$ cat src/rtl/multicycle_ctrl.sv
// Multi-cycle FETCH/DECODE/EXEC/MEM/WB sequencer for the MIPS-subset datapath.
// Define RETIRE_CNT_EN to build the retired-instruction counter; otherwise retire_cnt is tied to 0.
//
// state  | meaning
// FETCH  | load instruction register
// DECODE | classify op/func, latch class, trap on illegal
// EXEC   | ALU controls valid; branches and jumps retire here
// MEM    | data-memory handshake with timeout
// WB     | register write-back, retire
// TRAP   | halted until reset
module multicycle_ctrl #(
    parameter int MEM_TIMEOUT = 15
) (
    input  logic        clk,
    input  logic        rst,
    input  logic [5:0]  op,
    input  logic [5:0]  func,
    input  logic [4:0]  Rt,
    input  logic        mem_rdy,
    output logic        ir_wr,
    output logic        pc_wr,
    output logic        Branch,
    output logic        Jump,
    output logic        RegDst,
    output logic        ALUSrc,
    output logic        MemtoReg,
    output logic        RegWr,
    output logic        MemWr,
    output logic        ExtOp,
    output logic [4:0]  ALUctr,
    output logic        mem_req,
    output logic [2:0]  state,
    output logic        trap,
    output logic [1:0]  trap_cause,
    output logic [31:0] retire_cnt
);

    typedef enum logic [2:0] {
        S_FETCH = 3'd0, S_DECODE = 3'd1, S_EXEC = 3'd2,
        S_MEM = 3'd3, S_WB = 3'd4, S_TRAP = 3'd7
    } state_t;

    typedef enum logic [2:0] {
        K_ALU, K_LW, K_SW, K_BR, K_J, K_JAL, K_ILL
    } kind_t;

    state_t      state_q, state_d;
    kind_t       dec_kind, kind_q;
    logic [4:0]  dec_alu, alu_q;
    logic        dec_src, dec_ext, dec_rtype;
    logic        src_q, ext_q, rtype_q;
    logic [1:0]  cause_q, cause_d;
    logic        mem_timeout;
    logic        unused_rt;

    // No REGIMM opcodes are in the supported subset, so rt does not affect decode.
    assign unused_rt = ^Rt;

    always_comb begin
        dec_kind  = K_ALU;
        dec_alu   = 5'd0;
        dec_src   = 1'b0;
        dec_ext   = 1'b0;
        dec_rtype = 1'b0;
        case (op)
            6'h00: begin
                dec_rtype = 1'b1;
                case (func)
                    6'h21: dec_alu = 5'd0;
                    6'h23: dec_alu = 5'd1;
                    6'h24: dec_alu = 5'd2;
                    6'h25: dec_alu = 5'd3;
                    6'h26: dec_alu = 5'd4;
                    6'h27: dec_alu = 5'd5;
                    6'h2A: dec_alu = 5'd6;
                    6'h2B: dec_alu = 5'd7;
                    6'h00: dec_alu = 5'd8;
                    6'h02: dec_alu = 5'd9;
                    6'h03: dec_alu = 5'd10;
                    6'h08: dec_kind = K_J;
                    default: dec_kind = K_ILL;
                endcase
            end
            6'h09: begin dec_alu = 5'd0;  dec_src = 1'b1; dec_ext = 1'b1; end
            6'h0A: begin dec_alu = 5'd6;  dec_src = 1'b1; dec_ext = 1'b1; end
            6'h0C: begin dec_alu = 5'd2;  dec_src = 1'b1; end
            6'h0D: begin dec_alu = 5'd3;  dec_src = 1'b1; end
            6'h0E: begin dec_alu = 5'd4;  dec_src = 1'b1; end
            6'h0F: begin dec_alu = 5'd11; dec_src = 1'b1; end
            6'h23: begin dec_kind = K_LW; dec_src = 1'b1; dec_ext = 1'b1; end
            6'h2B: begin dec_kind = K_SW; dec_src = 1'b1; dec_ext = 1'b1; end
            6'h04, 6'h05: begin dec_kind = K_BR; dec_alu = 5'd1; dec_ext = 1'b1; end
            6'h02: dec_kind = K_J;
            6'h03: dec_kind = K_JAL;
            default: dec_kind = K_ILL;
        endcase
    end

    always_ff @(posedge clk or negedge rst) begin
        if (!rst) begin
            state_q <= S_FETCH;
            cause_q <= 2'b00;
            kind_q  <= K_ALU;
            alu_q   <= 5'd0;
            src_q   <= 1'b0;
            ext_q   <= 1'b0;
            rtype_q <= 1'b0;
        end else begin
            state_q <= state_d;
            cause_q <= cause_d;
            if (state_q == S_DECODE) begin
                kind_q  <= dec_kind;
                alu_q   <= dec_alu;
                src_q   <= dec_src;
                ext_q   <= dec_ext;
                rtype_q <= dec_rtype;
            end
        end
    end

    generate
        if (MEM_TIMEOUT > 0) begin : g_timeout
            localparam int CW = (MEM_TIMEOUT > 1) ? $clog2(MEM_TIMEOUT + 1) : 1;
            logic [CW-1:0] wait_cnt;
            // wait_cnt holds the number of MEM cycles already spent before the current one.
            always_ff @(posedge clk or negedge rst) begin
                if (!rst)
                    wait_cnt <= '0;
                else if (state_q != S_MEM)
                    wait_cnt <= '0;
                else
                    wait_cnt <= wait_cnt + 1'b1;
            end
            assign mem_timeout = (state_q == S_MEM) && (wait_cnt == CW'(MEM_TIMEOUT - 1));
        end else begin : g_no_timeout
            assign mem_timeout = 1'b0;
        end
    endgenerate

    always_comb begin
        state_d = state_q;
        cause_d = cause_q;
        case (state_q)
            S_FETCH:  state_d = S_DECODE;
            S_DECODE: begin
                if (dec_kind == K_ILL) begin
                    state_d = S_TRAP;
                    cause_d = 2'b01;
                end else begin
                    state_d = S_EXEC;
                end
            end
            S_EXEC: begin
                case (kind_q)
                    K_BR, K_J, K_JAL: state_d = S_FETCH;
                    K_LW, K_SW:       state_d = S_MEM;
                    default:          state_d = S_WB;
                endcase
            end
            S_MEM: begin
                // Completion wins over a timeout reached in the same cycle.
                if (mem_rdy) begin
                    state_d = (kind_q == K_LW) ? S_WB : S_FETCH;
                end else if (mem_timeout) begin
                    state_d = S_TRAP;
                    cause_d = 2'b10;
                end
            end
            S_WB:    state_d = S_FETCH;
            S_TRAP:  state_d = S_TRAP;
            default: state_d = S_FETCH;
        endcase
    end

    // Outputs are gated by rst so no strobe survives the reset assertion.
    always_comb begin
        ir_wr    = 1'b0;
        pc_wr    = 1'b0;
        Branch   = 1'b0;
        Jump     = 1'b0;
        RegDst   = 1'b0;
        ALUSrc   = 1'b0;
        MemtoReg = 1'b0;
        RegWr    = 1'b0;
        MemWr    = 1'b0;
        ExtOp    = 1'b0;
        ALUctr   = 5'd0;
        mem_req  = 1'b0;
        trap     = 1'b0;
        if (rst) begin
            case (state_q)
                S_FETCH: ir_wr = 1'b1;
                S_EXEC: begin
                    ALUctr = alu_q;
                    ALUSrc = src_q;
                    ExtOp  = ext_q;
                    Branch = (kind_q == K_BR);
                    Jump   = (kind_q == K_J) || (kind_q == K_JAL);
                    RegWr  = (kind_q == K_JAL);
                    pc_wr  = (kind_q == K_BR) || (kind_q == K_J) || (kind_q == K_JAL);
                end
                S_MEM: begin
                    mem_req = 1'b1;
                    MemWr   = (kind_q == K_SW);
                    pc_wr   = (kind_q == K_SW) && mem_rdy;
                end
                S_WB: begin
                    RegWr    = 1'b1;
                    pc_wr    = 1'b1;
                    RegDst   = rtype_q;
                    MemtoReg = (kind_q == K_LW);
                end
                S_TRAP:  trap = 1'b1;
                default: ;
            endcase
        end
    end

    assign state      = state_q;
    assign trap_cause = cause_q;

`ifdef RETIRE_CNT_EN
    logic [31:0] retire_q;
    always_ff @(posedge clk or negedge rst) begin
        if (!rst)
            retire_q <= 32'd0;
        else if (pc_wr)
            retire_q <= retire_q + 32'd1;
    end
    assign retire_cnt = retire_q;
`else
    assign retire_cnt = 32'd0;
`endif

endmodule

$ cat config.mk
export PLATFORM = sky130hd
export DESIGN_NAME = multicycle_ctrl
export DESIGN_NICKNAME = d
export VERILOG_FILES = /design/src/rtl/multicycle_ctrl.sv
export SDC_FILE = /design/constraint.sdc
export NUM_CORES = 1
export LEC_CHECK = 0
export ABC_AREA = 1
export BUFFER_PORTS_ARGS = -buffer_cell sky130_fd_sc_hd__buf_4
export CAP_MARGIN = 20
export CORE_AREA = 10 10 79 95
export DETAILED_ROUTE_END_ITERATION = 8
export DIE_AREA = 0 0 89 105
export PLACE_DENSITY = 0.65
export SYNTH_ARGS = -nofsm -noshare
export SYNTH_HDL_FRONTEND = slang
export SYNTH_SLANG_ARGS = --single-unit
$ cat constraint.sdc
create_clock -name clk -period 4.3 [get_ports clk]
set_clock_uncertainty 0.15 [all_clocks]
set_input_delay 0.86 -clock clk [delete_from_list [all_inputs] [get_ports clk]]
set_output_delay 0.86 -clock clk [all_outputs]
set_load 0.01 [all_outputs]
==> results of run 1 <==
-- where the power goes --
group	leakage [nW]	switching [W]	internal, W	total (W)
registers	0.243	0.0000529	0.000227	0.000280
clock network	0.0255	0.0000566	0.0000643	0.000121
logic	0.742	0.000206	0.000123	0.000329
total	1.01	0.000315	0.000415	0.000730
-- flip-flops by register name, indices dropped and copies added, names as in the netlist --
name,flops
state,3
ext_q,1
alu_q,4
g_timeout.wait_cnt,4
kind_q,3
rtype_q,1
src_q,1
trap_cause,2
-- worst paths after layout --
path	end	slack [ns]	cells after the start
worst max-delay path	RegWr	1.52	6
worst min-delay path	state[1]	0.32	1
worst max register to register	trap_cause[1]	2.45	7
worst min register to register	g_timeout.wait_cnt[0]	0.34	1
max in group asynchronous	g_timeout.wait_cnt[1]	3.46	1
min in group clk	g_timeout.wait_cnt[0]	0.34	1
-- metrics by stage --
stage / total power, W / hold slack (ns) / cells / instance area [um2]
2_1_floorplan: 0.000535 / 0.301 / 276 / 1780
4_1_cts: 0.000739 / 0.333 / 345 / 1910
6_report: 0.000730 / 0.324 / 345 / 1910
3_3_place_gp: 0.000609 / 0.320 / 341 / 1860
5_1_grt: 0.000795 / 0.334 / 345 / 1910
3_5_place_dp: 0.000616 / 0.327 / 341 / 1860
-- worst max-delay path: stages --
cell	delay (ns)
buf_4	0.25
nand2_1	0.25
nor2_2	0.16
nand2_1	0.06
nand2_1	0.06
buf_4	0.12
-- layer usage --
metal	routed length, um	vias up	GRT usage
met5	0	-	0
met3	290	5	0.0163
met2	1880	49	0.139
met4	60	0	0.0308
met1	1610	643	0.0890
li1	-	769	-
-- final cells by class --
cell class                 instances  area, um2  area share
tap                               64       80.1      0.0420
clock inverter                     1       5.00     0.00262
multi-input combinational        187        907       0.476
clock buffer                       3       41.3      0.0217
inverter                          36        135      0.0709
timing repair buffer              35        263       0.138
sequential                        19        475       0.249
-- layout by cell type, fill, tap and decap left out, drive strengths merged, types with 4 or more instances in the layout --
| master | n |
|---|---|
| a21oi | 7 |
| a31oi | 4 |
| buf | 35 |
| conb | 33 |
| dfrtp | 19 |
| inv | 34 |
| nand2 | 51 |
| nand3 | 23 |
| nor2 | 41 |
| nor3 | 7 |
| o21ai | 8 |
-- cells by family after synthesis --
logic type	after synthesis
xor+xnor	2
other cells	1
flops	19
fa+ha+maj	2
compound gates	24
simple gates	126
buf+inv	70
==> results.txt, run 1 <==
----------------------------------------------------
[Placement]
  Worst-case setup slack after placement ... 1.48 ns
  Number of buffers added on ports ... 35
  Placer Congestion ... 0.839
  Dpl hpwl ... roughly 3.3 mm

[STA]
  Setup repair after global routing missed its margin ... no
  Final count of hold timing violations ... 0
  Setup slack after layout ... approximately 1.5 ns
  Total of endpoints with negative setup slack in the final report ... 0
  Final worst path period need ... 2.78 ns
  Final cycle utilization of the critical path ... 0.647
  Total negative slack ... 0 ns
  Max Freq ... 360 MHz
  Final slew viol count ... 0

[Synth]
  Post-synthesis cell area ... roughly 1700 um2
  Most repeated cell in the gate-level netlist after synthesis ... nand2_1
  Post-Synthesis Cells ... 244
  Post-synth ARST share ... 1.00
  EDFF count, synth ... 0
  Synth Area in Simple Gates ... 0.356
  Count of different cell masters after synthesis ... 33
  Synth warn ... 0
  Combinational family with the most area after synthesis ... simple AND/OR/NAND/NOR gates
  Post-synthesis compound-gate area fraction ... 0.0914
  Mux share of post-synthesis cell area ... 0
  Mapped Avg Cell Area ... 6.79 um2
  Synthesized-area fraction occupied by adder cells ... 0.0151
  Most common library cells after synthesis ... nand2_1, nor2_1, buf_4, inv_1, nand3_1
  Count of state elements after synthesis ... 19
  Area share of the leading cell type in the synthesized netlist ... 0.287
  Prevailing post-synth register cell ... dfrtp_1
  Ranking of synthesized cells by area ... dfrtp_1, buf_4, nand2_1
  Sequential share of the synthesized area ... 0.287
  Xor/xnor cell area share of the yosys netlist ... 0.0106
  Cell type with the largest total area after synthesis ... dfrtp_1

[Finish]
  Layout cell share with drive strength beyond 1 ... 0.214
  Final Net Count ... 304
  Area growth from synthesis to final layout ... 15.1%
  Fraction of the core area covered by cells at the end of the flow ... 0.341
  Layout filler cell count ... 592
  Diodes inserted ... 0

[Detailed routing]
  Routed wire length ... 3.84 mm
  Detailed-router iteration count before antenna repair ... 5
  Vias per cell ... 4.25
  Routed wirelength normalized by instance count ... 11.1 um
  Iteration-0 DRC count of the detailed router ... 72
  Vias ... 1466
  Drc violations ... 0
  Post-route ant nets ... 0

[Floorplanning]
  Horiz. Die Dim ... 89 um
  Row cnt ... 30
  Top-level I/O count ... 74
  Standard cell core area ... 5590 um2
  Floorplan die area ... approximately 9300 um2
  Vertical extent of the die ... 105 um
  Initial standard-cell utilization of the core ... 0.296

[Critical path]
  Type of destination of the critical path ... output port
  Maximum net fanout on the critical path ... 22
  Type of the worst setup path ... input pin to output port
  Sort of element at the start of the critical path ... input pin
  Crit path DAT ... around 1.8 ns
  Origin of the worst setup path ... rst
  CP Data Required Time ... 3.29 ns
  Worst flop-to-flop path startpoint ... state[2]

[Power]
  Worst vdd ir ... between 0.1 and 0.15 mV
  Power Density ... 383 nW/um2
  Leakage power figure ... 1.01 nW

[Clock network]
  Number of setup buffers added after CTS ... 0
  Clock Sink Count ... 19
  Clock slew at the register clock pins of the worst setup and hold paths ... roughly 0.07 ns
  Number of resized instances in the post-cts repair step ... 0
  H-tree depth ... 1
  Clock Path Buffers ... 2
  Insertion delay of the later-clocked pin in the worst-skew pair ... 0.25 ns
  Total clock buffers created by CTS ... 3
  TritonCTS clock tree ... done
  Root Driver ... clkbuf_8
  Post-cts hold buffer count ... 0

[Global routing]
  Global-route wire length before repair ... between 6 and 7 mm
  Via count of the first global-routing pass ... 1433
  Pin count of the biggest net entering global routing ... 23
  GR Util All Layers ... 0.0789
  Number of antenna violations at the first check in global routing ... 0
  Leftover overflow at the end of global routing ... 0

[Outcome]
  Outcome ... finished clean

[Worst hold path]
  Class of the tightest hold or removal check ... input pin to async pin

[Run]
  Max Cap Viol ... 0

----------------------------------------------------
Note: power is estimated with default switching activity, not from simulation.
==> run 2, diff against run 1 <==
--- a/config.mk
+++ b/config.mk
@@ -11,7 +11,7 @@
 export CORE_AREA = 10 10 79 95
 export DETAILED_ROUTE_END_ITERATION = 8
 export DIE_AREA = 0 0 89 105
-export PLACE_DENSITY = 0.65
+export PLACE_DENSITY = 0.67
 export SYNTH_ARGS = -nofsm -noshare
 export SYNTH_HDL_FRONTEND = slang
 export SYNTH_SLANG_ARGS = --single-unit
==> constraint.sdc (replaced) <==
create_clock -name clk -period 2.28 [get_ports clk]
set_clock_uncertainty 0.15 [all_clocks]
set_input_delay 0.456 -clock clk [delete_from_list [all_inputs] [get_ports clk]]
set_output_delay 0.456 -clock clk [all_outputs]
set_load 0.01 [all_outputs]
==> run 2 against run 1 <==
Clock-buffer cell count increased by 1. Core utilization increased by 0.51 points. First-iteration DRC count decreased by 14%. Die area unchanged. Hold slack got worse by 0.31 ns. Flip-flop and latch count unchanged. Via count increased by 4.2%. Setup slack got worse by 1.4 ns. Critical path type is now flip-flop to output port. Highest routed layer unchanged.
==> results.txt, run 2 (synthesized netlist as in run 1, its figures left out) <==
----------------------------------------------------
[Placement]
  Placer Congestion ... 0.828 (-1.2%)
  Dpl hpwl ... 3.46 mm (+4.1%)
  Worst-case setup slack after placement ... 0.269 ns (-1.21 ns)
  Number of buffers added on ports ... 35 (unchanged)

[STA]
  Total negative slack ... 0 ns (unchanged)
  Final slew viol count ... 0 (unchanged)
  Setup repair after global routing missed its margin ... yes
  Final count of hold timing violations ... 0 (unchanged)
  Max Freq ... 461 MHz
  Total of endpoints with negative setup slack in the final report ... 0 (unchanged)
  Setup slack after layout ... 0.111 ns (-1.41 ns)
  Final worst path period need ... about 2.2 ns
  Final cycle utilization of the critical path ... 0.951

[Finish]
  Area growth from synthesis to final layout ... 16.8%
  Diodes inserted ... 0 (unchanged)
  Highest-count cells in the layout ignoring fill and taps ... nand2_1, buf_4, nor2_1
  Commonest non-fill, non-tap cell in the layout ... nand2_1
  Final Net Count ... 307 (+0.99%)
  Largest registers in the final layout ... alu_q x4, g_timeout.wait_cnt x4
  Layout cell share with drive strength beyond 1 ... 0.225 (+0.0118)

[Floorplanning]
  Vertical extent of the die ... 105 um (unchanged)
  Row cnt ... 30 (unchanged)
  Floorplan die area ... 9350 um2 (unchanged)
  Horiz. Die Dim ... 89 um (unchanged)
  Top-level I/O count ... 74 (unchanged)
  Initial standard-cell utilization of the core ... 0.296 (unchanged)
  Standard cell core area ... 5590 um2 (unchanged)

[Global routing]
  GR Util All Layers ... 0.0829 (+0.00393)
  Pin count of the biggest net entering global routing ... 13 (-43%)
  Number of antenna violations at the first check in global routing ... 0 (unchanged)
  Leftover overflow at the end of global routing ... 0 (unchanged)
  Via count of the first global-routing pass ... 1484 (+3.6%)
  Global-route wire length before repair ... 6.44 mm (+3.4%)

[Power]
  Power Density ... 729 nW/um2 (+91%)
  Leakage power figure ... 1.02 nW (+0.94%)
  Worst vdd ir ... 0.304 mV (+110%)

[Critical path]
  Worst reg2reg setup slack ... 0.60 ns (-1.85 ns)
  Crit path DAT ... 1.56 ns (-0.21 ns)
  Sort of element at the start of the critical path ... flip-flop
  Type of the worst setup path ... flip-flop to output port
  Reg-to-Reg End ... trap_cause[1]
  CP Data Required Time ... 1.67 ns (-1.62 ns)
  Type of destination of the critical path ... output port
  Maximum net fanout on the critical path ... 8 (-64%)
  Reg2reg path depth ... 7 (unchanged)
  Worst flop-to-flop path startpoint ... state[2]

[Clock network]
  Total clock buffers created by CTS ... 3 (unchanged)
  Insertion delay of the later-clocked pin in the worst-skew pair ... 0.25 ns (about the same)
  Clock Path Buffers ... 2 (unchanged)
  H-tree depth ... 1 (unchanged)
  TritonCTS clock tree ... done
  Clock Sink Count ... 19 (unchanged)
  Clock slew at the register clock pins of the worst setup and hold paths ... 0.07 ns (about the same)
  Root Driver ... clkbuf_8

[Detailed routing]
  Vias per cell ... 4.39 (+3.3%)
  Iteration-0 DRC count of the detailed router ... 62 (-14%)
  Detailed-router iteration count before antenna repair ... 4 (-1)
  Routed wirelength normalized by instance count ... 11.5 um (+3.3%)
  Post-route ant nets ... 0 (unchanged)
  Routed wire length ... 4.00 mm (+4.2%)
  Vias ... 1527 (+4.2%)
  Drc violations ... 0 (unchanged)

[Run]
  Max Cap Viol ... 0 (unchanged)

[Outcome]
  Outcome ... finished clean

[Worst hold path]
  Class of the tightest hold or removal check ... input pin to async pin

----------------------------------------------------
-- run 2: cell types whose count changed in the layout (fill, tap and decap cells not counted), sizes merged --
cell / before / now
buf: 35 / 37
clkbuf: 3 / 4
clkinv: 3 / 2
dlygate4sd3: 0 / 1
-- run 2: layer usage --
metal  vias to the layer above  routed length (um)  global-route usage
li1                        781                   -                   -
met1                       690                1680              0.0923
met2                        54                1960               0.147
met3                         2                 309              0.0163
met4                         0                  50              0.0342
met5                         -                   0                   0
-- run 2: worst max path at each step --
stage / from / slack [ns] / cells after the start / endpoint
6_report: state[0] / 0.11 / 6 / RegWr
4_1_cts: state[1] / 0.07 / 7 / RegWr
2_1_floorplan: state[1] / 0.40 / 6 / RegWr
5_1_grt: state[0] / -0.05 / 6 / RegWr
3_3_place_gp: state[1] / 0.30 / 7 / RegWr
3_5_place_dp: state[1] / 0.27 / 7 / RegWr
-- run 2: final cells by class --
cell class,instances,area (um2)
Clock buffer,4,45.0
Tap cell,64,80.1
Timing Repair Buffer,38,288
Fill cell,618,3660
Multi-Input combinational cell,187,910
Inverter,36,135
Sequential cell,19,478
-- run 2: critical path: stages, from the launching register on --
cell and delay (ns):
dfrtp_1 0.49, nor3_4 0.28, nand2_2 0.18, nor2_2 0.13, nand2_1 0.06, nand2_1 0.05, buf_4 0.12
-- run 2: metrics by stage --
step	utilization	power, W	cells	instance area, um2	hold WS, ns
floorplan	-	0.00101	276	1780	0.0104
global placement	0.335	0.00116	343	1880	0.143
detailed placement	0.335	0.00118	343	1880	0.141
CTS	0.346	0.00141	348	1930	0.0239
global route	0.346	0.00152	348	1940	0.0293
finish	0.346	0.00141	348	1940	0.0156
-- run 2: power by group --
group / leakage [nW] / internal (W) / switching, W / total (W)
Clock: 0.0228 / 0.000124 / 0.000107 / 0.000231
Combinational: 0.757 / 0.000248 / 0.000403 / 0.000650
Sequential: 0.240 / 0.000431 / 0.0000988 / 0.000530
Total: 1.02 / 0.000803 / 0.000609 / 0.00141
-- run 2: repair_timing --
action,in CTS,in global routing
cloned,0,0
resized for setup,1,2
hold endpoints to repair,7,0
setup endpoints to repair,1,4
hold buffers,1,0
setup buffers,0,0
